### src/rtl/stopwatch_ctrl.sv
// stopwatch_ctrl: run/pause/lap/clear control plus BCD mm:ss.cc timekeeping,
// sequencing an external 100 Hz tick divider through div_ena/div_rst/div_count.
module stopwatch_ctrl #(
  parameter logic [18:0] TICK_COUNT = 19'd499_999
) (
  input  logic        clk,
  input  logic        rst,
  input  logic        btn_start_stop,
  input  logic        btn_lap,
  input  logic        btn_clear,
  input  logic        div_tc,
  output logic        div_ena,
  output logic        div_rst,
  output logic [18:0] div_count,
  output logic [23:0] disp_bcd,
  output logic        running,
  output logic        lap_active,
  output logic        overflow,
  output logic [1:0]  dbg_state
);

  typedef enum logic [1:0] {
    IDLE  = 2'd0,
    RUN   = 2'd1,
    PAUSE = 2'd2
  } state_t;

  state_t      state_q, state_d;
  logic [23:0] time_q, time_d;
  logic [23:0] lap_q, lap_d;
  logic [23:0] time_inc;
  logic        lap_active_q, lap_active_d;
  logic        overflow_q, overflow_d;
  logic        div_ena_q, div_rst_q, running_q;
  logic [23:0] disp_q;
  logic        tick;
  logic        wrap;
  logic [4:0]  c0_r, c1_r, s0_r, s1_r, m0_r, m1_r;

  // Returns {carry_out, next_digit} for one BCD digit rolling over at max_d.
  function automatic logic [4:0] digit_inc(input logic [3:0] d,
                                           input logic [3:0] max_d,
                                           input logic       cin);
    if (!cin) begin
      return {1'b0, d};
    end else if (d == max_d) begin
      return {1'b1, 4'd0};
    end else begin
      return {1'b0, d + 4'd1};
    end
  endfunction

  always_comb begin
    c0_r     = digit_inc(time_q[3:0],   4'd9, 1'b1);
    c1_r     = digit_inc(time_q[7:4],   4'd9, c0_r[4]);
    s0_r     = digit_inc(time_q[11:8],  4'd9, c1_r[4]);
    s1_r     = digit_inc(time_q[15:12], 4'd5, s0_r[4]);
    m0_r     = digit_inc(time_q[19:16], 4'd9, s1_r[4]);
    m1_r     = digit_inc(time_q[23:20], 4'd9, m0_r[4]);
    time_inc = {m1_r[3:0], m0_r[3:0], s1_r[3:0], s0_r[3:0], c1_r[3:0], c0_r[3:0]};
    // Carry out of m1 means every digit rolled to zero: 99:59.99 -> 00:00.00.
    wrap     = m1_r[4];
  end

  // The tick counts on the edge that leaves RUN too, since the divider was enabled.
  assign tick = (state_q == RUN) && div_tc;

  always_comb begin
    state_d      = state_q;
    time_d       = tick ? time_inc : time_q;
    lap_d        = lap_q;
    lap_active_d = lap_active_q;
    overflow_d   = overflow_q | (tick & wrap);

    if (btn_clear) begin
      state_d      = IDLE;
      time_d       = 24'h0;
      lap_d        = 24'h0;
      lap_active_d = 1'b0;
      overflow_d   = 1'b0;
    end else if (btn_start_stop) begin
      case (state_q)
        IDLE:    state_d = RUN;
        RUN:     state_d = PAUSE;
        PAUSE:   state_d = RUN;
        default: state_d = IDLE;
      endcase
    end else if (btn_lap && (state_q != IDLE)) begin
      if (!lap_active_q) begin
        lap_d        = time_q;
        lap_active_d = 1'b1;
      end else begin
        lap_active_d = 1'b0;
      end
    end
  end

  always_ff @(posedge clk or negedge rst) begin
    if (!rst) begin
      state_q      <= IDLE;
      time_q       <= 24'h0;
      lap_q        <= 24'h0;
      lap_active_q <= 1'b0;
      overflow_q   <= 1'b0;
      div_ena_q    <= 1'b0;
      div_rst_q    <= 1'b1;
      running_q    <= 1'b0;
      disp_q       <= 24'h0;
    end else begin
      state_q      <= state_d;
      time_q       <= time_d;
      lap_q        <= lap_d;
      lap_active_q <= lap_active_d;
      overflow_q   <= overflow_d;
      div_ena_q    <= (state_d == RUN);
      div_rst_q    <= (state_d == IDLE);
      running_q    <= (state_d == RUN);
      disp_q       <= lap_active_d ? lap_d : time_d;
    end
  end

  assign div_ena    = div_ena_q;
  assign div_rst    = div_rst_q;
  assign div_count  = TICK_COUNT;
  assign disp_bcd   = disp_q;
  assign running    = running_q;
  assign lap_active = lap_active_q;
  assign overflow   = overflow_q;
  assign dbg_state  = state_q;

endmodule

### config.mk
export PLATFORM = sky130hd
export DESIGN_NAME = stopwatch_ctrl
export DESIGN_NICKNAME = d
export VERILOG_FILES = /design/src/rtl/stopwatch_ctrl.sv
export SDC_FILE = /design/constraint.sdc
export NUM_CORES = 1
export LEC_CHECK = 0
export ABC_AREA = 1
export CORE_ASPECT_RATIO = 1.1
export CORE_UTILIZATION = 54
export CTS_CLUSTER_DIAMETER = 30
export DETAILED_ROUTE_END_ITERATION = 8
export GPL_TIMING_DRIVEN = 0
export PLACE_DENSITY = 0.83
export SLEW_MARGIN = 20
export SYNTH_ARGS = -nofsm -noshare
export SYNTH_HDL_FRONTEND = slang
export SYNTH_SLANG_ARGS = --single-unit
### constraint.sdc
create_clock -name clk -period 2.2 [get_ports clk]
set_input_delay 0.22 -clock clk [delete_from_list [all_inputs] [get_ports clk]]
set_output_delay 0.22 -clock clk [all_outputs]
set_load 0.02 [all_outputs]
==> qor.yml <==
status:
  status: "complete, no violations"
drt:
  via_count: 3000
  antenna_left: 0
  initialDrtViolationCount: 220
  first_pass_iters: 4
  wirelength_mm: 8.02
  wl_per_cell_um: 14.0
  via_per_inst: 5.23
  drc: 0
synthesis:
  synth_top_family_by_area: "simple AND/OR/NAND/NOR gates"
  synth_edf_count: 0
  synthArstFlopShare_pct: 100
  synthAdderAreaFrac_pct: 2.06
  synth_mux_area_share_pct: 0
  synth.cell_area_um2: 3640
  synth_seq_cells: 78
  ys_top_cells_by_count: "95 x nand2_1, 77 x dfrtp_1, 44 x inv_1, 34 x nor2_1, 34 x o21ai_0"
  synth_area_leaders: "dfrtp_1 53%, nand2_1 9.8%, buf_4 5.2%"
  synth_compound_area_share_pct: 10.0
  syn_inst: 422
  syn_area_per_cell_um2: 8.62
  synthDominantCellAreaShare_pct: 52.9
  ys_warn_count: 0
  synth-simple-area-share_pct: 22.8
  synth_seq_area_share_pct: 53.7
  yosysTopAreaCell: "dfrtp_1"
  synthFlopType: "dfrtp_1"
  yosysMostFrequentCell: "nand2_1"
  synth-xor-area-share_pct: 0.241
  yosysUniqueCellTypes: 31
clocking:
  path_clk_slew_ns: 0.08
  clockBufferDepth: 2
  cts_made_buffers: 9
  clock-sinks: 78
  insertion_delay_ns: 0.35
  cts_root_buf: "clkbuf_8"
  ctsHtreeMaxLevel: 3
  postCtsSetupBuffers: 0
  cts_tree: "done"
worst_setup_path:
  cpPeakStageDelay_ns: 0.55
  cp_common_cell: "nand2_1"
  critPathTopFamily: "simple AND/OR/NAND/NOR gates"
  setup.worst_path.end_class: "register"
  arrival_ns: 2.30
  cp_max_fo: 10
  path_depth: 8
  worstPathRequired_ns: 2.49
  slowest_stage: "clkbuf_1"
  path_buf_inv: 1
  crit_type: "register to register"
  startpoint_type: "register"
  reg2reg_depth: 8
  cp_cell_sequence: "nor2_1 > nor2_1 > nand2_2 > nand2_1 > nand2_1 > clkbuf_1 > nand2_1 > nand2_1"
place:
  gp_congestion: 0.897
  hpwl_mm: 5.54
  io_buffers: 35
  dp_cells: 557
die:
  core_um2: 6560
  die_w_um: 80.3
  fp.dieH_um: 88.1
  start_util_pct: 55.5
  design.portCount: 56
  row_count: 31
  die_area_um2: 7070
sta:
  setup_viol: 0
  clock.fmax_mhz: 497
  period_minus_slack_ns: 2.01
  rsz0062_at_grt: "false"
  slew_violations: 0
  hold_viol_final: 0
  clock_skew_ns: 0.00733
  worstMarginPinSlew_ns: 0.653
  max_slew_margin_pct: 56.5
  fin_crit_sh_pct: 91.4
power:
  leakage_nw: 2.25
  ir_worst_vdd_mv: 0.372
  power-per-cell-area_nw_per_um2: 652
finish:
  stdcell_count: 574
  fin_util_pct: 67.1
  drive_above_1_share_pct: 12.2
  syn_to_final_growth_pct: 20.8
  final_nets: 499
  diodes: 0
  nFillCells: 498
global_routing:
  gr-total-overflow: 0
  grt_antenna_before_repair: 0
  first_global_vias: 2910
  track_usage_pct: 25.9
  grt_pass1_wl_mm: 13.5
  grt_max_degree: 43
hold_path:
  holdPathStages: 2
  hp-class: "primary input to register"
job:
  max_cap_violations: 0
kinds of logic after synthesis:
family / Yosys count
simple gates: 183
other cells: 2
xor+xnor: 1
compound gates: 71
fa+ha+maj: 6
flops: 78
buf+inv: 81
report_power, final:
group / internal (mW) / switching (mW) / total, mW
sequential: 1.47 / 0.0178 / 1.49
clock: 0.583 / 0.515 / 1.10
combinational: 0.0957 / 0.185 / 0.281
routing by layer:
| layer | track usage (%) | routed length (µm) | up-vias | share of wire (%) |
|---|---|---|---|---|
| li1 | - | - | 1436 | - |
| met1 | 32.8 | 3380 | 1436 | 42 |
| met2 | 41.5 | 3930 | 110 | 49 |
| met3 | 6.25 | 495 | 18 | 6.2 |
| met4 | 13.6 | 210 | 0 | 2.6 |
| met5 | 0 | 0 | - | 0 |
flip-flops by register name, summed over array words and instances, names as in the netlist:
| name | flops |
|---|---|
| running | 1 |
| div_rst | 1 |
| lap_active | 1 |
| dbg_state | 2 |
| disp_bcd | 24 |
| overflow | 1 |
| time_q | 24 |
| lap_q | 24 |
layout by cell type (no fill, tap or decap):
cell / instances
clkbuf_8: 11
nand4_1: 7
nand3b_1: 5
dfstp_2: 1
and3_1: 2
nor3_1: 5
clkdlybuf4s50_1: 34
or2_2: 2
o21ai_0: 34
nor2_2: 1
buf_2: 1
nand2_1: 95
nor2_8: 1
a21o_1: 2
o211ai_1: 1
o21ai_1: 6
buf_4: 26
clkinv_2: 1
nand2_2: 3
dfrtp_1: 77
conb_1: 19
nor4_1: 1
nor2_4: 3
clkbuf_1: 7
nand3_4: 1
inv_1: 44
nor2_1: 34
xor2_1: 1
clkinvlp_4: 3
dlygate4sd3_1: 1
a21oi_1: 27
ha_1: 6
and2_1: 2
bufinv_16: 1
nand3_1: 21
inv_2: 4
buf_12: 1
a211oi_1: 1
path summary, 6_finish.rpt:
path,from,endpoint,slack [ns]
setup / recovery,dbg_state[1]$_DFF_PN0_,disp_bcd[11]$_DFF_PN0_,0.19
hold / removal,btn_clear,overflow$_DFF_PN0_,0.33
setup reg to reg,dbg_state[1]$_DFF_PN0_,disp_bcd[11]$_DFF_PN0_,0.19
hold reg to reg,overflow$_DFF_PN0_,overflow$_DFF_PN0_,0.52
max in group asynchronous,rst,div_rst$_DFF_PN1_,1.21
min in group asynchronous,rst,lap_q[10]$_DFF_PN0_,0.36
layout make-up:
cell class	instances	area (µm²)	share of cell area, %
Buffer	33	219	4.98
Clock buffer	11	151	3.44
Clock inverter	5	57.6	1.31
Inverter	48	180	4.10
Multi-Input combinational cell	280	1360	30.8
Sequential cell	78	1950	44.4
Tap cell	82	103	2.33
Timing Repair Buffer	37	378	8.59
repair_timing:
action                                 in CTS  in global routing
gates resized for setup                     0                  1
setup endpoints to repair                   0                  1
endpoints found under the hold margin      36                  0
hold buffers                                1                  0
metrics by stage:
stage / TNS, ns / hold slack [ns] / total power, mW / cell area (µm²) / worst slack [ns]
finish: 0 / 0.327 / 2.87 / 4400 / 0.190
CTS: 0 / 0.303 / 2.89 / 4390 / 0.194
detailed placement: 0 / 0.207 / 1.80 / 4170 / 0.000618
global placement: -126.54 / 0.497 / 1.78 / 4160 / -1.64
global route: 0 / 0.371 / 2.99 / 4400 / 0.0331
floorplan: 0 / -0.0756 / 1.68 / 3700 / 0.557
Note: power is estimated with default switching activity, not from simulation.
==> edit 1 (same settings) <==
Make the reset (`rst`) synchronous in one clocked block.
--- a/src/rtl/stopwatch_ctrl.sv
+++ b/src/rtl/stopwatch_ctrl.sv
@@ -95,7 +95,7 @@
     end
   end
 
-  always_ff @(posedge clk or negedge rst) begin
+  always_ff @(posedge clk) begin
     if (!rst) begin
       state_q      <= IDLE;
       time_q       <= 24'h0;
Formal check against the unedited RTL: differs if rst is asserted again (counterexample within 4 cycles, from zero or initial values and one cycle with rst low); with rst held inactive, the same outputs for 10 cycles.
==> edit 1 against the original RTL <==
- design area down 4.1%
- fmax increased by 7.6%
- clock power increased by 7%
- worst hold slack lost 0.14 ns
- worst setup slack improved by 0.14 ns
- clock skew rose by 0.0026 ns
- routed wire length rose by 4.4%
- sequential cell count did not move
- area after synthesis fell by 4.4%
- total power down 0.58%
- core utilization rose by 0.99 points
- critical path type unchanged
- critical endpoint is now disp_bcd[10]$_SDFF_PN0_
- largest cell class unchanged
- largest power group unchanged
- highest routed layer unchanged
==> edit 1: results <==
{
  "pre_cts_slack_ns": 0.198,
  "ys_seq_area_frac": 0.449,
  "multi_input_area_um2": 1560,
  "wl_per_cell_um": 13.4,
  "status": "complete, no violations",
  "dpl_cell_area_um2": 4000,
  "routabilityCongestion": 0.867,
  "synth_fa_ha_area_frac": 0.0216,
  "synth.area.top_cells": "dfxtp_1, nand2_1, nor2_1",
  "drive_above_1_share": 0.127,
  "synthArstFlopShare": 0,
  "holdPathStages": 3,
  "grt_usage": 0.264,
  "antenna_found_initial": 0,
  "hp-start": "rst",
  "endpoint": "disp_bcd[10]$_SDFF_PN0_",
  "r2r-end": "disp_bcd[10]$_SDFF_PN0_",
  "grt_max_degree": 15,
  "cts-root-buf": "clkbuf_8",
  "reg2regPathDepth": 11,
  "peakVddDrop_mv": 0.553,
  "layout.nets": 550,
  "skew_ns": 0.00997,
  "max_slew_margin": 0.617,
  "firstDrtPassIters": 5,
  "critPathSlowestCell": "dfxtp_1",
  "leakage_nw": 1.82,
  "cts_resized": 0,
  "fillCellCount": 534,
  "dpl.cell_count": 607,
  "critPathMaxFanout": 9,
  "cp_slowest_stage_delay_ns": 0.35,
  "vias": 3242,
  "startpoint": "time_q[1]$_SDFF_PN0_",
  "grt_pass1_vias": 2963,
  "synthCells": 475,
  "setup_ws_ns": 0.332,
  "first_iter_violations": 255,
  "synth_cell_types": 35,
  "synth-compound-area-share": 0.134,
  "routed_wl_mm": 8.37
}
edit 1: cell count changes after synthesis, moves of 15 or more:
cell | before | now
nor2_1 | 34 | 63
dfxtp_1 | 0 | 78
o21ai_0 | 34 | 19
o21ai_1 | 6 | 26
dfrtp_1 | 77 | 0
edit 1: where the power goes:
part / total (mW) / internal (mW) / switching, mW / leakage [nW]
logic: 0.233 / 0.0850 / 0.148 / 1.09
registers: 1.43 / 1.43 / 0.00629 / 0.630
clock network: 1.18 / 0.642 / 0.543 / 0.106
edit 1: final cells by class:
class | instances | share of cell area
flip-flops and latches | 78 | 0.370
multi-input cells | 324 | 0.369
repair buffers | 35 | 0.0831
plain buffers | 39 | 0.0561
inverters | 51 | 0.0454
clock buffers | 9 | 0.0294
well taps | 80 | 0.0237
clock inverters | 7 | 0.0231
edit 1: per-layer routing:
layer / track usage / share of wire
met5: 0 / 0
met4: 0.135 / 0.024
met3: 0.0505 / 0.067
met2: 0.440 / 0.48
met1: 0.326 / 0.43
==> edit 2 (config.mk and constraints unchanged) <==
Made on the original files. The output `disp_bcd` loses its register stage (`disp_q` becomes a continuous assignment).
--- a/src/rtl/stopwatch_ctrl.sv
+++ b/src/rtl/stopwatch_ctrl.sv
@@ -105,7 +105,6 @@
       div_ena_q    <= 1'b0;
       div_rst_q    <= 1'b1;
       running_q    <= 1'b0;
-      disp_q       <= 24'h0;
     end else begin
       state_q      <= state_d;
       time_q       <= time_d;
@@ -115,9 +114,10 @@
       div_ena_q    <= (state_d == RUN);
       div_rst_q    <= (state_d == IDLE);
       running_q    <= (state_d == RUN);
-      disp_q       <= lap_active_d ? lap_d : time_d;
     end
   end
+
+  assign disp_q = lap_active_d ? lap_d : time_d;
 
   assign div_ena    = div_ena_q;
   assign div_rst    = div_rst_q;
Function: changed (Yosys sat finds a counterexample within 4 cycles, from zero or initial values and one cycle with rst low).
==> edit 2 against the original RTL <==
- the flow now finishes with violations (negative setup slack)
- sequential cell count shrank 24
- register-to-register slack lost 0.07 ns
- via count grew 2.5%
- area after synthesis shrank 17%
- total power shrank 32%
- sequential share of layout area shrank 12 points
- sequential power shrank 30%
- non-clock buffer count grew 35
- worst setup slack lost 0.37 ns
- clock power shrank 46%
- design area shrank 4.5%
- worst hold slack lost 0.035 ns
- core utilization grew 11 points
- routed wire length grew 10%
- critical path type is now reg -> out
- critical endpoint is now disp_bcd[21]
- largest cell class is now multi-input gates
==> edit 2: results <==
{
  "max-clock-path-buffers": 2,
  "whs_ns": 0.292,
  "reg2regPathDepth": 13,
  "dp_hpwl_mm": 5.17,
  "r2r_slack_ns": 0.12,
  "critPathSlowestCell": "dfrtp_1",
  "use_met3": 0.0590,
  "fillCellCount": 381,
  "synthCells": 398,
  "met3_length_um": 608,
  "cts_buffers": 5,
  "status": "complete, but fails checks",
  "p_clk_mw": 0.591,
  "min_to": "running$_DFF_PN0_",
  "cts_setup_buffers": 29,
  "grtUsageMet1": 0.351,
  "layout.nets": 507,
  "first_iter_violations": 322,
  "power_density_nw_per_um2": 462,
  "holdPathStages": 4,
  "endpoint": "disp_bcd[21]",
  "hp-start": "btn_start_stop",
  "routabilityCongestion": 0.897,
  "failed_checks": "negative setup slack",
  "leakage_nw": 2.15,
  "setup_violations": 19,
  "grt_pass1_vias": 3053,
  "vias": 3076,
  "dpl.cell_count": 525,
  "tns_ns": -2.11,
  "internal_power_mw": 1.40,
  "worst_pin_slew_ns": 0.691,
  "wl_per_cell_um": 15.5,
  "firstDrtPassIters": 5,
  "clk_latency_ns": 0.31,
  "dpl_cell_area_um2": 3540,
  "critPathMaxFanout": 5,
  "setup_ws_ns": -0.178,
  "cts_resized": 175,
  "skew_ns": 0.00778,
  "arrival_ns": 2.16,
  "cp_slowest_stage_delay_ns": 0.40,
  "pre_cts_slack_ns": -0.700,
  "p_total_mw": 1.94,
  "grt_pass1_wl_mm": 13.5,
  "drt-met1-wl_mm": 3.39,
  "r2r-end": "overflow$_DFF_PN0_",
  "r2r_start": "time_q[1]$_DFF_PN0_",
  "routed_wl_mm": 8.84,
  "combPwrFrac": 0.160,
  "ys_seq_area_frac": 0.445
}
==> edit 2: changes by cell type in the layout (fill, tap and decap cells not counted), moves of 8 or more <==
| cell | delta |
|---|---|
| dfrtp_1 | -28 |
| buf_6 | +22 |
| nand2_1 | -18 |
| nand2_2 | +14 |
| clkdlybuf4s50_1 | -25 |
| nand3_1 | -8 |
| buf_4 | +31 |
==> edit 2: cell type report <==
| cell class | count | share of cell area |
|---|---|---|
| Multi-Input combinational cell | 281 | 0.378 |
| Sequential cell | 54 | 0.323 |
| Timing Repair Buffer | 72 | 0.151 |
| Buffer | 33 | 0.0584 |
| Inverter | 48 | 0.0453 |
| Tap cell | 75 | 0.0223 |
| Clock buffer | 8 | 0.0214 |
==> edit 2: cell families after synthesis <==
kind of cell | share of synthesized area
buffers and inverters | 0.131
other | 0.00247
AND/OR/NAND/NOR | 0.273
flip-flops | 0.445
AO/OA/AOI/OAI | 0.120
adder cells (fa/ha/maj) | 0.0247
XOR/XNOR | 0.00288
